### src/rtl/note_scheduler.sv
// Note-table controller: bus-written shadow table, frame-synchronous commit/scroll
// into the active table, and a registered per-pixel note-head hit test.

module note_hit #(
  parameter int NOTE_W = 8,
  parameter int NOTE_H = 8,
  parameter int Y0     = 100,
  parameter int PSTEP  = 4
) (
  input  logic [15:0] i_slot,
  input  logic [9:0]  i_x,
  input  logic [9:0]  i_y,
  output logic        o_hit
);
  logic [10:0] w_x, w_ytop, w_px, w_py;

  // 11-bit compare so x+NOTE_W / ytop+NOTE_H never wrap
  assign w_x    = {1'b0, i_slot[9:0]};
  assign w_ytop = 11'(Y0) + ({6'd0, i_slot[14:10]} * 11'(PSTEP));
  assign w_px   = {1'b0, i_x};
  assign w_py   = {1'b0, i_y};

  assign o_hit = i_slot[15]
              && (w_px >= w_x)    && (w_px < w_x + 11'(NOTE_W))
              && (w_py >= w_ytop) && (w_py < w_ytop + 11'(NOTE_H));
endmodule

module note_scheduler #(
  parameter int NOTES  = 8,
  parameter int NOTE_W = 8,
  parameter int NOTE_H = 8,
  parameter int Y0     = 100,
  parameter int PSTEP  = 4,
  parameter int SCROLL = 2
) (
  input  logic                     Clk,
  input  logic                     Reset,
  input  logic                     wr_en,
  input  logic [$clog2(NOTES)-1:0] wr_addr,
  input  logic [15:0]              wr_data,
  input  logic                     commit,
  input  logic                     frame_tick,
  input  logic [9:0]               DrawX,
  input  logic [9:0]               DrawY,
  output logic                     draw_note,
  output logic [$clog2(NOTES)-1:0] note_idx,
  output logic                     busy,
  output logic                     commit_done
);
  localparam int IW = $clog2(NOTES);
  localparam logic [IW-1:0] LAST = IW'(NOTES - 1);

  typedef enum logic [1:0] {IDLE, COPY, SCROLLING} state_t;

  state_t                 r_state;
  logic [IW-1:0]          r_i;
  logic                   r_pending;
  logic [NOTES-1:0][15:0] r_shadow;
  logic [NOTES-1:0][15:0] r_active;
  logic                   r_draw;
  logic [IW-1:0]          r_idx;

  logic [NOTES-1:0]       w_hit;
  logic                   w_any;
  logic [IW-1:0]          w_idx;
  logic                   w_start;
  logic                   w_do_copy;
  logic                   w_show;

  // Shadow table: bus writes land in every state
  always_ff @(posedge Clk or negedge Reset) begin
    if (!Reset) begin
      r_shadow <= '0;
    end else if (wr_en) begin
      r_shadow[wr_addr] <= wr_data;
    end
  end

  genvar g;
  generate
    for (g = 0; g < NOTES; g++) begin : g_hit
      note_hit #(.NOTE_W(NOTE_W), .NOTE_H(NOTE_H), .Y0(Y0), .PSTEP(PSTEP)) u_hit (
        .i_slot (r_active[g]),
        .i_x    (DrawX),
        .i_y    (DrawY),
        .o_hit  (w_hit[g])
      );
    end
  endgenerate

  // Lowest hitting slot wins
  always_comb begin
    w_any = 1'b0;
    w_idx = '0;
    for (int k = NOTES - 1; k >= 0; k--) begin
      if (w_hit[k]) begin
        w_any = 1'b1;
        w_idx = IW'(k);
      end
    end
  end

  assign w_start   = (r_state == IDLE) && frame_tick;
  assign w_do_copy = r_pending || commit;
  // Pixel result is only published when the table is stable for the next cycle
  assign w_show    = (r_state == IDLE) && !frame_tick;

  always_ff @(posedge Clk or negedge Reset) begin
    if (!Reset) begin
      r_state   <= IDLE;
      r_i       <= '0;
      r_pending <= 1'b0;
      r_active  <= '0;
      r_draw    <= 1'b0;
      r_idx     <= '0;
    end else begin
      r_draw <= w_show && w_any;
      r_idx  <= (w_show && w_any) ? w_idx : '0;

      if (w_start && w_do_copy) r_pending <= 1'b0;
      else if (commit)          r_pending <= 1'b1;

      case (r_state)
        IDLE: begin
          if (frame_tick) begin
            r_state <= w_do_copy ? COPY : SCROLLING;
            r_i     <= '0;
          end
        end
        COPY: begin
          r_active[r_i] <= r_shadow[r_i];
          r_i           <= r_i + 1'b1;
          if (r_i == LAST) r_state <= IDLE;
        end
        SCROLLING: begin
          if (r_active[r_i][15]) begin
            if (r_active[r_i][9:0] < 10'(SCROLL)) r_active[r_i][15] <= 1'b0;
            else r_active[r_i][9:0] <= r_active[r_i][9:0] - 10'(SCROLL);
          end
          r_i <= r_i + 1'b1;
          if (r_i == LAST) r_state <= IDLE;
        end
        default: r_state <= IDLE;
      endcase
    end
  end

  assign busy        = (r_state != IDLE);
  assign commit_done = (r_state == COPY) && (r_i == LAST);
  assign draw_note   = r_draw;
  assign note_idx    = r_idx;
endmodule

### config.mk
export PLATFORM = sky130hd
export DESIGN_NAME = note_scheduler
export DESIGN_NICKNAME = d
export VERILOG_FILES = /design/src/rtl/note_scheduler.sv
export SDC_FILE = /design/constraint.sdc
export NUM_CORES = 1
export LEC_CHECK = 0
export CAP_MARGIN = 10
export CELL_PAD_IN_SITES_DETAIL_PLACEMENT = 1
export CELL_PAD_IN_SITES_GLOBAL_PLACEMENT = 2
export CORE_UTILIZATION = 38
export CTS_CLUSTER_DIAMETER = 150
export DETAILED_ROUTE_END_ITERATION = 16
export PLACE_DENSITY_LB_ADDON = 0.1
export SLEW_MARGIN = 30
export SYNTH_ARGS = -nofsm -noshare
export SYNTH_HDL_FRONTEND = slang
export SYNTH_SLANG_ARGS = --single-unit
### constraint.sdc
create_clock -name Clk -period 3 [get_ports Clk]
set_input_delay 0.75 -clock Clk [delete_from_list [all_inputs] [get_ports Clk]]
set_output_delay 0.75 -clock Clk [all_outputs]
set_load 0.02 [all_outputs]
==> Word-level counts from Yosys, hierarchy flattened <==
Index checks and enable logic that the tools add are counted.
{ "totals": {"ramBits": 0, "rom_bits": 0, "latchBits": 0, "mem_count": 0, "input_bits": 44, "wordCells": 185, "regBits": 266} }
{ "classes": {"eq_ne": 6, "mux": 43, "reduce_logical": 50, "n_addsub": 26, "n_bitwise": 2, "n_lt_le_gt_ge": 37, "div": 0, "shift": 0, "n_mul": 0} }
{ "op_table": {"columns": ["cell", "n"], "rows": [
  ["bitwise mux 128 bit", 3],
  ["2-to-1 mux 128 bit", 2],
  ["case mux 128 bit (2 select lines)", 1],
  ["demux 16 bit (select 3 bit)", 4],
  ["less-than comparator 10 x 11 -> 1 bit", 16],
  ["bitwise AND 128 bit", 1],
  ["NOT 128 bit", 1],
  ["binary-select mux 16 bit (select 3 bit)", 2],
  ["adder 10 x 4 -> 11 bit, second input constant", 8],
  ["adder 11 x 4 -> 11 bit, second input constant", 8],
  ["greater-or-equal comparator 10 x 11 -> 1 bit", 8],
  ["greater-or-equal comparator 10 bit", 8],
  ["2-to-1 mux 16 bit", 5],
  ["adder 7 x 7 -> 8 bit, first input constant", 8],
  ["logical AND 1 bit", 39],
  ["2-to-1 mux 3 bit", 10],
  ["less-than comparator 10 x 2 -> 1 bit, second input constant", 1],
  ["2-to-1 mux 1 bit", 10],
  ["2-to-1 mux 10 bit", 1],
  ["subtractor 10 x 2 -> 10 bit, second input constant", 1],
  ["less-than comparator 3 x 4 -> 1 bit, second input constant", 2],
  ["nonzero test 2 bit", 4],
  ["greater-or-equal comparator 3 x 1 -> 1 bit, second input constant", 2],
  ["2-to-1 mux 2 bit", 3],
  ["other kinds (13)", 16]
]} }

==> Depth between registers and ports, before layout <==
{ "depth": {"depth_word": 15, "ltp_mapped": 15, "ltp_nobuf": 15} }

==> Hierarchy <==
Synthesis repeated with hierarchy kept, for this count alone.
{ "hier_totals": {"cells_unflattened": 1948, "area_unflattened_um2": 19733.9} }
{ "by_module_without_submodules": {"columns": ["mod", "cells_per_inst", "instances", "area_each_um2"], "rows": [
  ["note_scheduler", 1027, 1, 12320.6],
  ["note_hit (g_hit[2].u_hit ...)", 116, 5, 933.4],
  ["note_hit (g_hit[1].u_hit ...)", 115, 2, 922.1],
  ["note_hit (g_hit[0].u_hit)", 111, 1, 902.1]
]} }

==> Worst setup path after synthesis <==
No wires, ideal clock.
{ "synth_path": {"path_type": "reg-to-reg", "from": "register r_active[122] in the netlist's numbering", "to": "register r_idx[0], in the netlist note_idx[0]", "t_arrival_ns": 3.118, "required_time_ns": 2.935, "setup_ns": 0.065, "stages_incl_launch_ff": 15, "setup_slack_ns": -0.183, "path_buffers": 0, "path_cell_list": "dfrtp_1 ha_1 xor2_1 inv_1 nor3_1 xor2_1 ha_1 a21oi_1 o21ai_0 or4_1 nor4_1 nor2b_1 nor3_1 o31ai_1 o211a_1"} }
{ "synth_between": {"elab_chain_len": 14, "elab_cells_between_ends": 24} }
{ "synth_lines": {"columns": ["item", "line", "source"], "rows": [
  ["start, declared", "59", "logic [NOTES-1:0][15:0] r_active;"],
  ["start signal, assigned by index", "131", "r_active[r_i] <= r_shadow[r_i];"],
  ["start signal, assigned by index", "138", "else r_active[r_i][9:0] <= r_active[r_i][9:0] - 10'(SCROLL);"],
  ["adder 7 x 7 -> 8 bit (*)", "19", "assign w_ytop = 11'(Y0) + ({6'd0, i_slot[14:10]} * 11'(PSTEP));"],
  ["adder 11 x 4 -> 11 bit / greater-or-equal comparator 10 x 11 -> 1 bit (equally long branches)", "25", "&& (w_py >= w_ytop) && (w_py < w_ytop + 11'(NOTE_H));"],
  ["less-than comparator 10 x 11 -> 1 bit / logical AND 1 bit (equally long branches)", "25", null],
  ["logical AND 1 bit (*)", "25", null],
  ["2-to-1 mux 1 bit (8 in series)", "96", "if (w_hit[k]) begin"],
  ["logical AND 1 bit", "118", "r_idx <= (w_show && w_any) ? w_idx : '0;"],
  ["2-to-1 mux 3 bit (*)", "118", null],
  ["end signal, assigned", "118", null],
  ["end, declared", "61", "logic [IW-1:0] r_idx;"]
]} }
Every way passes the cells marked *; elsewhere a longest branch is shown, timed or not.
A chain may end at the register's enable or synchronous reset.

==> Final worst setup path <==
{ "layout_path": {"from": "register r_i[2]", "to": "register r_active[96] in the netlist's numbering"} }
{ "layout_between": {"elab_chain_len": 8, "elab_cells_between_ends": 23} }
{ "layout_lines": {"columns": ["item", "line", "source"], "rows": [
  ["start, declared", "56", "logic [IW-1:0] r_i;"],
  ["start signal, assigned", "132", "r_i <= r_i + 1'b1;"],
  ["start signal, assigned", "140", "r_i <= r_i + 1'b1;"],
  ["branches (longest 8 deep; another with subtractor 10 x 2 -> 10 bit)", null, null]
]} }
Parallel ways; which one is timed is not known. The select of a mux whose other input is x is not followed.

==> qor.yml <==
status: "finished, violations left"
violations: "negative setup slack"
path_delay_family: "simple AND/OR/NAND/NOR gates"
drv_slew: 0
gp_congestion: 0.903
die_w_um: 226
peakVddDrop_mv: 0.497
rows: 81
crit_chain: "mux4_1, mux2_4, or4_4, buf_6, nor3_4, nor2b_4, and2_4, nor3_4, buf_16, nand3_4, mux2_4"
critPathKind: "flip-flop to flip-flop"
critPathMaxFanout: 7
yosysWarnings: 0
place_hpwl_mm: 51.0
final_common_cell: "buf_4"
cts_buffer_depth: 3
relSlewSlack_pct: 36.6
whs_ns: 0.177
fin_skew_ns: 0.0216
min_path_type: "input port to asynchronous set/reset pin"
async_reset_ff_share_pct: 100
viasPerCell: 5.55
die_area_um2: 51000
hold_viol: 0
syn_inst: 1814
max_stage_delay_ns: 0.58
cts_htree_levels: 2
max_freq_ghz: 0.290
cp.depth: 11
cp.arrival_ns: 3.87
synth_flop_cell: "dfrtp_1"
cts_tree: "done"
synth-edff-count: 0
setup_ws_ns: -0.446
fin_crit_ns: 3.45
grt_pass1_vias: 17414
ys_types: 84
nets: 2482
antennaDiodeCount: 0
cts.reportedPaths.clkPinSlew_ns: 0.06
fin_tns_setup_ns: -34.46
finalWirelength_mm: 67.8
rsz0062_at_grt: "true"
drc: 0
seq_area_frac_synth_pct: 35.0
die_y_um: 226
syn-cell-area_um2: 19000
synth_nets: 2120
worst_ep_required_time_ns: 3.43
syn_to_final_growth_pct: 30.1
rr_worst_depth: 11
ios: 50
ys_ff_latch: 266
overflow: 0
total_power_w: 0.0239
p_leak_nw: 11.5
cts.sinks: 266
layout_common_cells: "buf_4 (288), dfrtp_1 (263), ha_1 (258)"
worst_pin_slew_ns: 0.951
maxCapViolations: 0
cts_hold_buf: 0
grt_max_degree: 77
antenna_found_initial: 1
routedWlPerCell_um: 23.7
setup_viol: 92
p_per_area_nw_per_um2: 967
cts_root_buf: "clkbuf_16"
core-area_um2: 49200
critPathLaunchType: "flip-flop"
grt_usage_pct: 27.3
io_buffers: 49
final_util_pct: 50.3
start_util_pct: 38.7
grt_pass1_wl_mm: 105
end_kind: "flip-flop"
cts_inserted_buffers: 34
drive_gt1_share_pct: 31.4
cp_slowest_cell: "mux4_1"
dr.pass1.iters: 5
syn_avg_cell_area_um2: 10.5
dr_total_vias: 15906
drt_iter0_drc: 825
fin_crit_sh_pct: 115
antenna_left: 0
path_buf_inv: 2
worstSkewPairLatency_ns: 0.55
[where the power goes]
part           internal [W]  switching, W  total, W
clock network       0.00266       0.00166   0.00432
logic               0.00657       0.00742    0.0140
registers           0.00462      0.000990   0.00561
total                0.0138        0.0101    0.0239
[Yosys cell counts (all sizes together), types with 16 or more instances]
cell type	n	area, um2
xor2	33	289
a21oi	111	556
nor3	42	231
nand3	44	238
dfrtp	266	6660
ha	262	3280
o21a	17	128
mux2	224	2520
o21ai	75	375
nor2	73	274
a221oi	23	201
a21o	26	195
buf	17	123
mux4	16	364
inv	143	537
a211oi	19	143
nand2	100	428
clkbuf	24	90.1
xnor2	58	508
and3	21	131
[metrics by stage]
stage,std cells,worst slack (ns),area [um2]
2_1_floorplan,1814,-0.0541,19000
3_3_place_gp,2776,-0.769,22500
3_5_place_dp,2776,-0.794,22500
4_1_cts,2859,-0.426,24500
5_1_grt,2865,-0.496,24700
6_report,2865,-0.446,24700
[logic make-up after synthesis]
logic type / after synthesis / synth area share (%)
simple gates: 367 / 10.1
xor+xnor: 91 / 4.19
flops: 266 / 35.0
compound gates: 389 / 13.6
buf+inv: 185 / 3.96
mux: 254 / 15.9
fa+ha+maj: 262 / 17.2
[registers in the layout, summed over array words and instances, names as in the netlist]
signal,count
r_active,128
r_shadow,128
note_idx,3
r_i,3
r_state,2
draw_note,1
r_pending,1
[final timing paths]
path / endpoint / slack (ns) / from
worst max register to register: r_active[96]$_DFFE_PN0P_ / -0.45 / r_i[2]$_DFFE_PN0P_
max in group asynchronous: r_active[124]$_DFFE_PN0P_ / 1.98 / Reset
worst min-delay path: r_shadow[107]$_DFFE_PN0P_ / 0.18 / Reset
worst min register to register: r_state[1]$_DFFE_PN0P_ / 0.46 / r_pending$_DFFE_PN0P_
worst max-delay path: r_active[96]$_DFFE_PN0P_ / -0.45 / r_i[2]$_DFFE_PN0P_
min in group Clk: r_state[1]$_DFFE_PN0P_ / 0.46 / r_pending$_DFFE_PN0P_
[routing by layer]
layer / wire (um) / global-route usage [%] / vias to the layer above
met1: 31100 / 36.1 / 8070
li1: - / - / 7443
met5: 0 / 0 / -
met3: 2600 / 3.55 / 95
met4: 1920 / 8.36 / 0
met2: 32200 / 46.2 / 298
[layout make-up]
class | count | area [um2]
Tap cell | 664 | 831
Clock inverter | 13 | 193
Timing Repair Buffer | 359 | 3090
Fill cell | 5332 | 24400
Inverter | 144 | 544
Multi-Input combinational cell | 1371 | 12400
Clock buffer | 48 | 985
Sequential cell | 266 | 6660
[repair_timing]
action,in CTS,in global routing
buffers inserted,15,4
setup endpoints to repair,93,93
hold endpoints to repair,0,0
gates resized for setup,117,48
pin swaps,26,16
cloned,8,2
No activity file was read; power rests on OpenSTA's default activity.
